File: src/rtl/mmc3_irq_counter.sv
// MMC3-style scanline IRQ counter. Filtered rising edges of PPU A12 clock an
// 8-bit reload/down counter, and the active-low irq is raised when it reaches zero.
module mmc3_irq_counter #(
  parameter int unsigned FILTER_LEN = 3,
  parameter int unsigned IRQ_REV_A  = 0
) (
  input  logic        m2,
  input  logic        reset,
  input  logic        romsel,
  input  logic        cpu_rw_in,
  input  logic [14:0] cpu_addr_in,
  input  logic [7:0]  cpu_data_in,
  input  logic        ppu_a12,
  output logic        irq
);

  localparam int unsigned     LowW   = (FILTER_LEN < 1) ? 1 : $clog2(FILTER_LEN + 1);
  localparam logic [LowW-1:0] LowMax = LowW'(FILTER_LEN);

  localparam logic [2:0] CodeLatch   = 3'b100;
  localparam logic [2:0] CodeReload  = 3'b101;
  localparam logic [2:0] CodeDisable = 3'b110;
  localparam logic [2:0] CodeEnable  = 3'b111;

  // CPU write decode; only A14, A13 and A0 select a register.
  logic       wr_en;
  logic [2:0] wr_code;
  logic       unused_addr_bits;

  assign wr_en            = ~romsel & ~cpu_rw_in;
  assign wr_code          = {cpu_addr_in[14], cpu_addr_in[13], cpu_addr_in[0]};
  assign unused_addr_bits = ^cpu_addr_in[12:1];

  logic            a12_meta_q;
  logic            a12_s_q;
  logic            a12_prev_q;
  logic [LowW-1:0] low_cnt_q, low_cnt_d;
  logic [7:0]      latch_q, latch_d;
  logic [7:0]      counter_q, counter_d;
  logic            reload_q, reload_d;
  logic            enable_q, enable_d;
  logic            pending_q, pending_d;
  logic            clk_event;
  logic            irq_set;

  always_comb begin
    low_cnt_d = low_cnt_q;
    if (a12_s_q) begin
      low_cnt_d = '0;
    end else if (low_cnt_q != LowMax) begin
      low_cnt_d = low_cnt_q + LowW'(1);
    end
  end

  // A rise only counts once A12 has been seen low for the full filter window.
  assign clk_event = a12_s_q & ~a12_prev_q & (low_cnt_q == LowMax);

  always_comb begin
    latch_d   = latch_q;
    counter_d = counter_q;
    reload_d  = reload_q;
    enable_d  = enable_q;
    irq_set   = 1'b0;

    if (clk_event) begin
      if ((counter_q == 8'd0) || reload_q) begin
        counter_d = latch_q;
        reload_d  = 1'b0;
      end else begin
        counter_d = counter_q - 8'd1;
      end
      // Rev A only fires on a transition to zero, not on a zero reload of a zero counter.
      if (IRQ_REV_A != 0) begin
        irq_set = (counter_d == 8'd0) && enable_q && ((counter_q != 8'd0) || reload_q);
      end else begin
        irq_set = (counter_d == 8'd0) && enable_q;
      end
    end

    pending_d = pending_q | irq_set;

    // Register writes are applied last so they override same-edge counter activity.
    if (wr_en) begin
      case (wr_code)
        CodeLatch: latch_d = cpu_data_in;
        CodeReload: begin
          reload_d  = 1'b1;
          counter_d = 8'd0;
        end
        CodeDisable: begin
          enable_d  = 1'b0;
          pending_d = 1'b0;
        end
        CodeEnable: enable_d = 1'b1;
        default: ;
      endcase
    end
  end

  always_ff @(posedge m2) begin
    if (reset) begin
      a12_meta_q <= 1'b0;
      a12_s_q    <= 1'b0;
      a12_prev_q <= 1'b0;
      low_cnt_q  <= '0;
      latch_q    <= 8'd0;
      counter_q  <= 8'd0;
      reload_q   <= 1'b0;
      enable_q   <= 1'b0;
      pending_q  <= 1'b0;
    end else begin
      a12_meta_q <= ppu_a12;
      a12_s_q    <= a12_meta_q;
      a12_prev_q <= a12_s_q;
      low_cnt_q  <= low_cnt_d;
      latch_q    <= latch_d;
      counter_q  <= counter_d;
      reload_q   <= reload_d;
      enable_q   <= enable_d;
      pending_q  <= pending_d;
    end
  end

  assign irq = ~pending_q;

endmodule
File: config.mk
export PLATFORM = sky130hd
export DESIGN_NAME = mmc3_irq_counter
export DESIGN_NICKNAME = d
export VERILOG_FILES = /design/src/rtl/mmc3_irq_counter.sv
export SDC_FILE = /design/constraint.sdc
export NUM_CORES = 1
export LEC_CHECK = 0
export BUFFER_PORTS_ARGS = -buffer_cell sky130_fd_sc_hd__buf_2
export CORE_MARGIN = 3
export CORE_UTILIZATION = 47
export DETAILED_ROUTE_END_ITERATION = 10
export PLACE_DENSITY_LB_ADDON = 0.25
export SLEW_MARGIN = 0
export SYNTH_ARGS = -nofsm -noshare
export SYNTH_HDL_FRONTEND = slang
export SYNTH_SLANG_ARGS = --single-unit
File: constraint.sdc
create_clock -name m2 -period 1.9 [get_ports m2]
set_clock_uncertainty 0.05 [all_clocks]
set_input_delay 0.19 -clock m2 [delete_from_list [all_inputs] [get_ports m2]]
set_output_delay 0.19 -clock m2 [all_outputs]
set_load 0.05 [all_outputs]
== Word-level counts from Yosys, hierarchy flattened ==
Cells that the tools add are included.

* Register bits after elaboration: 24
* Bits of input ports: 28
* Output and inout port bits: 1
* Word-level logic and storage cells: 46

* Add/subtract/negate cells: 2
* Equality and inequality tests: 6
* Mux-type cells: 13
* Bitwise gates (word level): 8
* Reductions and logical operators: 8

{| class="wikitable"
|+ Operator list
! operator !! number
|-
| 2-to-1 mux 8 bit || 5
|-
| logical NOT 8 bit || 2
|-
| == test 3 bit (second input constant) || 4
|-
| subtractor 8 x 1 -> 8 bit (second input constant) || 1
|-
| 2-to-1 mux 1 bit || 7
|-
| NOT 1 bit || 4
|-
| AND reduction 2 bit || 2
|-
| AND 1 bit || 3
|-
| adder 2 x 1 -> 2 bit (second input constant) || 1
|-
| == test 2 bit (second input constant) || 1
|-
| != test 2 bit (second input constant) || 1
|-
| case mux 1 bit (2 select lines) || 1
|-
| nonzero test 2 bit || 1
|-
| OR reduction 2 bit || 1
|-
| logical AND 1 bit || 1
|-
| logical OR 1 bit || 1
|-
| OR 1 bit || 1
|}

== Depth between registers and ports, before layout ==
Gate-level depths: netlist of run 1.

* Depth after elaboration: 10
* Depth in mapped cells: 7
* Mapped depth without buffers: 7

== Worst setup path after synthesis of run 1 ==
Ideal clock, no wire load.

* Kind: register to register
* Start point: register counter_q[0]
* End point: register counter_q[2]
* Data arrival time: 1.611 ns
* Required time: 1.726 ns
* Slack: 0.115 ns
* Stages on the path, launching flop included: 8
* Period minus slack after synthesis: 1.785 ns
* Cell sequence: dfxtp_1 -> inv_1 -> ha_1 -> nor4b_4 -> a21oi_2 -> mux2_1 -> a22oi_1 -> nor2_1

* Cells in the longest elaborated chain, start to end: 7
* Elaborated cells on any way between the ends: 8

{| class="wikitable"
|+ Ends and longest elaborated chain
! item !! RTL line !! text
|-
| start: declaration || 39 || <nowiki>logic [7:0] counter_q, counter_d;</nowiki>
|-
| start signal: assignment || 117 || <nowiki>counter_q <= counter_d;</nowiki>
|-
| branches (longest 2 deep; another with subtractor 8 x 1 -> 8 bit) || n/a ||
|-
| 2-to-1 mux 8 bit (*) || 66 || <nowiki>if ((counter_q == 8'd0) || reload_q) begin</nowiki>
|-
| 2-to-1 mux 8 bit (*) (2 in series) || 65 || <nowiki>if (clk_event) begin</nowiki>
|-
| 2-to-1 mux 8 bit || 84 || <nowiki>case (wr_code)</nowiki>
|-
| 2-to-1 mux 8 bit (*) || 83 || <nowiki>if (wr_en) begin</nowiki>
|}

Every way passes the cells marked *. The select of a mux whose other input is x is not followed.
A chain may end at the register's enable or synchronous reset.

== Worst setup path in the final report of run 1 ==
* Start point: register counter_q[0]
* End point: register pending_q

* Cells in the longest elaborated chain, start to end: 10
* Elaborated cells on any way between the ends: 11

{| class="wikitable"
|+ Ends and longest elaborated chain
! item !! RTL line !! text
|-
| branches (longest 2 deep; another with subtractor 8 x 1 -> 8 bit) || n/a ||
|-
| 2-to-1 mux 8 bit (*) || 66 ||
|-
| 2-to-1 mux 8 bit (*) || 65 ||
|-
| logical NOT 8 bit (*) || 76 || <nowiki>irq_set = (counter_d == 8'd0) && enable_q;</nowiki>
|-
| logical AND 1 bit (*) || 76 ||
|-
| 2-to-1 mux 1 bit (*) || 65 ||
|-
| OR 1 bit (*) || 80 || <nowiki>pending_d = pending_q | irq_set;</nowiki>
|-
| 2-to-1 mux 1 bit || 84 ||
|-
| 2-to-1 mux 1 bit (*) || 83 ||
|-
| end signal: assignment || 120 || <nowiki>pending_q <= pending_d;</nowiki>
|-
| end: declaration || 42 || <nowiki>logic pending_q, pending_d;</nowiki>
|}

Marked as above.

==> qor.yml, run 1 <==
yosys:
  synth_top_family_by_area: "simple AND/OR/NAND/NOR gates"
  yosys-top-cells-area: "dfxtp_1 40%, mux2i_1 7.6%, nor2b_1 5.2%, nor2_1 4.7%, ha_1 3.1%"
  synth.most_common_cell: "dfxtp_1"
  netlist_area_mm2: 0.00119
  synthSimpleGateAreaFrac_pct: 25.7
  async_reset_ff_share_pct: 0
  synth_top_area_share_pct: 40.3
  synth_cell_types: 40
  synth-main-ff-cell: "dfxtp_1"
  synth_cells: 134
  synth_compound_area_share_pct: 17.5
  synth_adder_area_share_pct: 3.15
  synthTopCellsByCount: "24 x dfxtp_1, 15 x nor2_1, 10 x nand2_1, 10 x nor2b_1, 9 x mux2i_1"
  syn_avg_cell_area_um2: 8.90
  yosys.area.top_type: "dfxtp_1"
  synth_mux_area_share_pct: 9.44
  synth_edf_count: 0
  synth_xor_area_share_pct: 0.735
  ys_seq_area_share_pct: 40.3
  synth_warnings: 0
  syn_nets: 165
  synth-seq-cells: 24
drt:
  dr.pass1.iters: 4
  drtIter0Drc: 38
  num_vias: 1052
  ant_nets: 0
  route.detailed.drc: 0
  wl_per_cell_um: 13.8
  via_per_inst: 5.69
  drt-total-wl_um: 2560
clock_tree:
  cts_inserted_buffers: 3
  clock_latency_ns: 0.31
  root_buffer: "clkbuf_4"
  cts.sinks: 24
  path_clk_slew_ns: 0.13
  htreeDepth: 1
  ctsHoldBuffers: 0
  cts_tree: "built"
  cts.path.max_buffers: 2
critical_path:
  max_stage_delay_ns: 0.35
  crit_family: "compound AO/OA/AOI/OAI gates"
  ff2ff_path_depth: 8
  cp.required_ns: 2.11
  crit_arrival_ns: 2.03
  worstSetupPathDepth: 8
  crit_chain: "inv_1 > ha_2 > nor4b_4 > buf_6 > a21o_4 > nor4_2 > o2111ai_1 > o21ai_1"
  criticalPathCategory: "register to register"
  cp-end-kind: "register"
  critPathBufInv: 2
  slowest_stage: "dfxtp_2"
  cp-start-kind: "register"
  critPathMaxFanout: 7
global_route:
  met2_usage_pct: 25.4
  grt_overflow: 0
  grt_antenna_before_repair: 0
  gr-usage-met3_pct: 3.45
  grt_max_degree: 17
  busiest_layer: "met2"
  grtUsageTotal_pct: 16.7
  gr-usage-met1_pct: 22.8
  grt_pass1_wl_um: 4210
  first_global_vias: 943
final_layout:
  post-route-util_pct: 62.2
  nNetsFinal: 189
  n_antenna_cell: 0
  drive_gt1_share_pct: 27.4
  areaGrowthSynthToFinish_pct: 20.9
  finalNonFillerCells: 185
floorplanning:
  die_w_um: 56.4
  ios: 29
  placementRows: 17
  initial_core_util_pct: 51.4
  die_h_um: 56.4
  die-area_mm2: 0.00318
  core_area_mm2: 0.00232
timing:
  setup_viol: 0
  drv_slew: 0
  max_freq_ghz: 0.549
  fin_crit_ns: 1.82
  fin_crit_sh_pct: 95.8
  worstMarginPinSlew_ns: 0.529
  slew_headroom_pct: 64.5
  finalHoldViolCount: 0
job:
  drv_cap: 0
place:
  numPortBuffers: 16
  dp_cells: 179
  dpl.hpwl_um: 1910
  gp_routability_congestion: 0.869
power:
  p_leak_nw: 0.532
  power_per_cell_area_mw_per_mm2: 593
  irDropWorstVdd_mv: 0.496
outcome:
  status: "complete, no violations"
min_path:
  holdPathStages: 2
  hold_class: "input pin to register"
[worst reg2reg max path, cell delays in order, from the launching register on]
cell	delay [ns]
dfxtp_2	0.35
inv_1	0.05
ha_2	0.19
nor4b_4	0.13
buf_6	0.14
a21o_4	0.24
nor4_2	0.31
o2111ai_1	0.17
o21ai_1	0.14
[repair_timing]
item,CTS,global route
gates resized for setup,2,13
pin swaps,1,1
gates cloned,0,0
setup endpoints to repair,2,7
setup buffers,1,2
[cells by family after synthesis]
family / Yosys count
xor gates and xnor gates: 1
adders and majority gates: 3
muxes: 11
DFF: 24
AOI/OAI and AO/OA: 30
buffers and inverters: 10
and+or+nand+nor: 55
[state kept, by name, indices dropped and copies added (netlist names)]
name and cells:
a12_meta_q 1, latch_q 8, enable_q 1, a12_s_q 1, a12_prev_q 1, low_cnt_q 2, counter_q 8, pending_q 1
reload_q 1
[routing by layer]
layer  routed length (um)  share of wire (%)  up-vias
met1                 1210                 47      480
met4                   38                1.5        0
met3                  121                4.7        4
li1                     -                  -      533
met2                 1190                 47       35
met5                    0                  0        -
[power breakdown]
group	switching [mW]	internal, mW	total [mW]
logic	0.0310	0.0308	0.0618
registers	0.00873	0.515	0.524
clock network	0.152	0.117	0.269
[worst paths after layout]
kind	from	slack, ns	endpoint
setup / recovery	counter_q[0]$_SDFF_PP0_	0.08	pending_q$_SDFF_PP0_
hold / removal	ppu_a12	0.04	a12_meta_q$_SDFF_PP0_
hold reg to reg	a12_meta_q$_SDFF_PP0_	0.40	a12_s_q$_SDFF_PP0_
setup reg to reg	counter_q[0]$_SDFF_PP0_	0.08	pending_q$_SDFF_PP0_
[per-stage QoR]
step	hold WS, ns	total power [mW]	worst slack [ns]	TNS [ns]	instance area (um^2)
floorplan	0.212	0.569	0.115	0	1190
global placement	0.356	0.591	0.0908	0	1330
detailed placement	0.367	0.596	0.00369	0	1330
CTS	0.0320	0.863	0.00911	0	1380
global route	0.0274	0.902	-0.0311	-0.0316	1440
finish	0.0409	0.855	0.0793	0	1440
[final cells by class]
cell class | count | area [um^2]
clock buffers | 4 | 36.3
well taps | 28 | 35.0
multi-input cells | 100 | 728
fillers | 208 | 877
inverters | 6 | 22.5
flip-flops and latches | 24 | 483
repair buffers | 23 | 136
[cells in the final DEF (no fill, tap or decap), drive strengths merged, types with 2 or more instances in the layout]
cell type,synthesis,layout
a21oi,7,7
a22oi,3,3
a31oi,2,2
buf,0,23
clkbuf,4,4
dfxtp,24,24
ha,3,3
inv,6,6
mux2,2,2
mux2i,9,9
nand2,10,10
nor2,15,15
nor2b,10,10
nor3,7,7
nor4,2,2
o211a,2,2
o21ai,6,6
(Power assumes the default switching activity.)
==> run 2, diff against run 1 <==
--- a/config.mk
+++ b/config.mk
@@ -6,6 +6,7 @@
 export NUM_CORES = 1
 export LEC_CHECK = 0
 export BUFFER_PORTS_ARGS = -buffer_cell sky130_fd_sc_hd__buf_2
+export CORE_ASPECT_RATIO = 1.2
 export CORE_MARGIN = 3
 export CORE_UTILIZATION = 47
 export DETAILED_ROUTE_END_ITERATION = 10
==> run 2 against run 1 <==
- hold slack got worse by 0.026 ns
- via count up 2.6%
- power increased by 12%
- sequential share of layout area rose by 0.38 points
- critical endpoint is now counter_q[2]$_SDFF_PP0_
==> qor.yml, run 2 (synthesis gave the netlist of run 1 again) <==
outcome:
  status: "complete, no violations"
min_path:
  hold_class: "input pin to register"
  hp-start: "ppu_a12"
timing:
  rsz0062_at_grt: "yes"
  worstMarginPinSlew_ns: 0.519
  max_freq_ghz: 0.532
  fin_crit_sh_pct: 99.0
  finalHoldViolCount: 0
  drv_slew: 0
  setup_viol: 0
  fin_crit_ns: 1.88
  slew_headroom_pct: 65.1
final_layout:
  reg.largest.list: "counter_q x8, latch_q x8, low_cnt_q x2"
  fin_area_mm2: 0.00143
  layout_common_cells: "22 x dfxtp_1, 16 x buf_2, 15 x nor2_1"
  n_antenna_cell: 0
  drive_gt1_share_pct: 24.4
  fillers: 197
  areaGrowthSynthToFinish_pct: 19.5
  nNetsFinal: 188
  final_common_cell: "dfxtp_1"
critical_path:
  worstSetupStartpoint: "counter_q[1]$_SDFF_PP0_"
  crit_chain: "inv_1 > ha_2 > nor4b_4 > a21oi_4 > mux2_1 > a22oi_1 > nor2_1"
  cp-endpoint: "counter_q[2]$_SDFF_PP0_"
  cp-end-kind: "register"
  slowest_stage: "nor4b_4"
  r2r_start: "counter_q[1]$_SDFF_PP0_"
  ff2ff_path_depth: 7
  criticalPathCategory: "register to register"
  cp-start-kind: "register"
  r2r_slack_ns: 0.02
  max_stage_delay_ns: 0.38
  crit_arrival_ns: 2.04
  cp.required_ns: 2.06
  worst_r2r_endpoint: "counter_q[2]$_SDFF_PP0_"
  critPathMaxFanout: 6
drt:
  num_vias: 1079
  wl_per_cell_um: 14.1
  dr.pass1.iters: 4
  route.detailed.drc: 0
  drtIter0Drc: 32
  drt-total-wl_um: 2640
  ant_nets: 0
  via_per_inst: 5.77
power:
  totalPowerFinal_mw: 0.956
  seq_power_share_pct: 54.7
  swShare_pct: 20.6
  p_leak_nw: 0.531
  power_per_cell_area_mw_per_mm2: 671
  clkPwrFrac_pct: 38.8
  power.switching_mw: 0.197
  p_int_mw: 0.759
  irDropWorstVdd_mv: 0.750
  pwr-share-comb_pct: 6.5
place:
  gp_routability_congestion: 0.925
  numPortBuffers: 16
  placed_cell_area_mm2: 0.00133
  dpl.hpwl_um: 1960
clock_tree:
  clock_latency_ns: 0.32
  path_clk_slew_ns: 0.13
  cts.sinks: 24
  cts.path.max_buffers: 2
  root_buffer: "clkbuf_4"
  ctsHoldBuffers: 0
  cts_inserted_buffers: 3
  htreeDepth: 1
  cts_tree: "built"
floorplanning:
  core_area_mm2: 0.00235
  die_h_um: 61.2
  ios: 29
  die-area_mm2: 0.00318
  die_w_um: 52.0
  placementRows: 19
  initial_core_util_pct: 50.7
job:
  drv_cap: 0
global_route:
  grt_max_degree: 17
  grt_antenna_before_repair: 0
  grt_pass1_wl_um: 4370
  first_global_vias: 1051
  grtUsageTotal_pct: 18.0
  grt_overflow: 0
[run 2: power groups by stage]
| stage | combinational, mW | sequential (mW) | clock (mW) |
|---|---|---|---|
| final | 0.0619 | 0.524 | 0.371 |
| after global routing | 0.0710 | 0.525 | 0.391 |
| after CTS | 0.0616 | 0.523 | 0.378 |
| after detailed placement | 0.0615 | 0.535 | 0 |
| after global placement | 0.0574 | 0.534 | 0 |
| after floorplan | 0.0371 | 0.532 | 0 |
[run 2: per-stage QoR]
step	hold slack, ns	setup TNS, ns	utilization (%)	std cells	setup slack, ns
2_1_floorplan	0.212	0	-	134	0.115
3_3_place_gp	0.362	0	56.7	182	0.0678
3_5_place_dp	0.356	0	56.7	182	0.0125
4_1_cts	0.0124	0	59.2	187	0.0129
5_1_grt	0.00943	-0.594	60.6	187	-0.135
6_report	0.0153	0	60.6	187	0.0196
[run 2: worst min-delay path by stage]
stage,end,cells after the start
2_1_floorplan,a12_meta_q$_SDFF_PP0_,1
3_3_place_gp,a12_meta_q$_SDFF_PP0_,2
3_5_place_dp,a12_meta_q$_SDFF_PP0_,2
4_1_cts,a12_meta_q$_SDFF_PP0_,2
5_1_grt,a12_meta_q$_SDFF_PP0_,2
6_report,a12_meta_q$_SDFF_PP0_,2
[run 2: area by class of cell]
type | instances | area (um^2) | area share, %
flip-flops and latches | 24 | 483 | 33.9
multi-input cells | 100 | 703 | 49.3
clock buffers | 3 | 22.5 | 1.58
inverters | 6 | 22.5 | 1.58
clock inverters | 1 | 30.0 | 2.11
well taps | 31 | 38.8 | 2.72
repair buffers | 22 | 125 | 8.78
[run 2: worst max-delay path: cells and delay by family (launching register included)]
family	cells	cell delay [ns]
AOI/OAI and AO/OA	2	0.34
adders and majority gates	1	0.18
buffers and inverters	1	0.07
DFF	1	0.34
muxes	1	0.36
and+or+nand+nor	2	0.43
[run 2: repair_timing]
item	4_1_cts	5_1_grt
setup endpoints to repair	1	6
buffers inserted	1	1
resized for setup	0	9
pin swaps	0	5
[run 2: metal layers]
metal | wire, um | vias to the layer above | GRT usage, %
met1 | 1060 | 515 | 21.4
li1 | - | 526 | -
met2 | 1420 | 34 | 32.1
met3 | 120 | 4 | 2.91
met5 | 0 | - | 0
met4 | 40 | 0 | 7.87
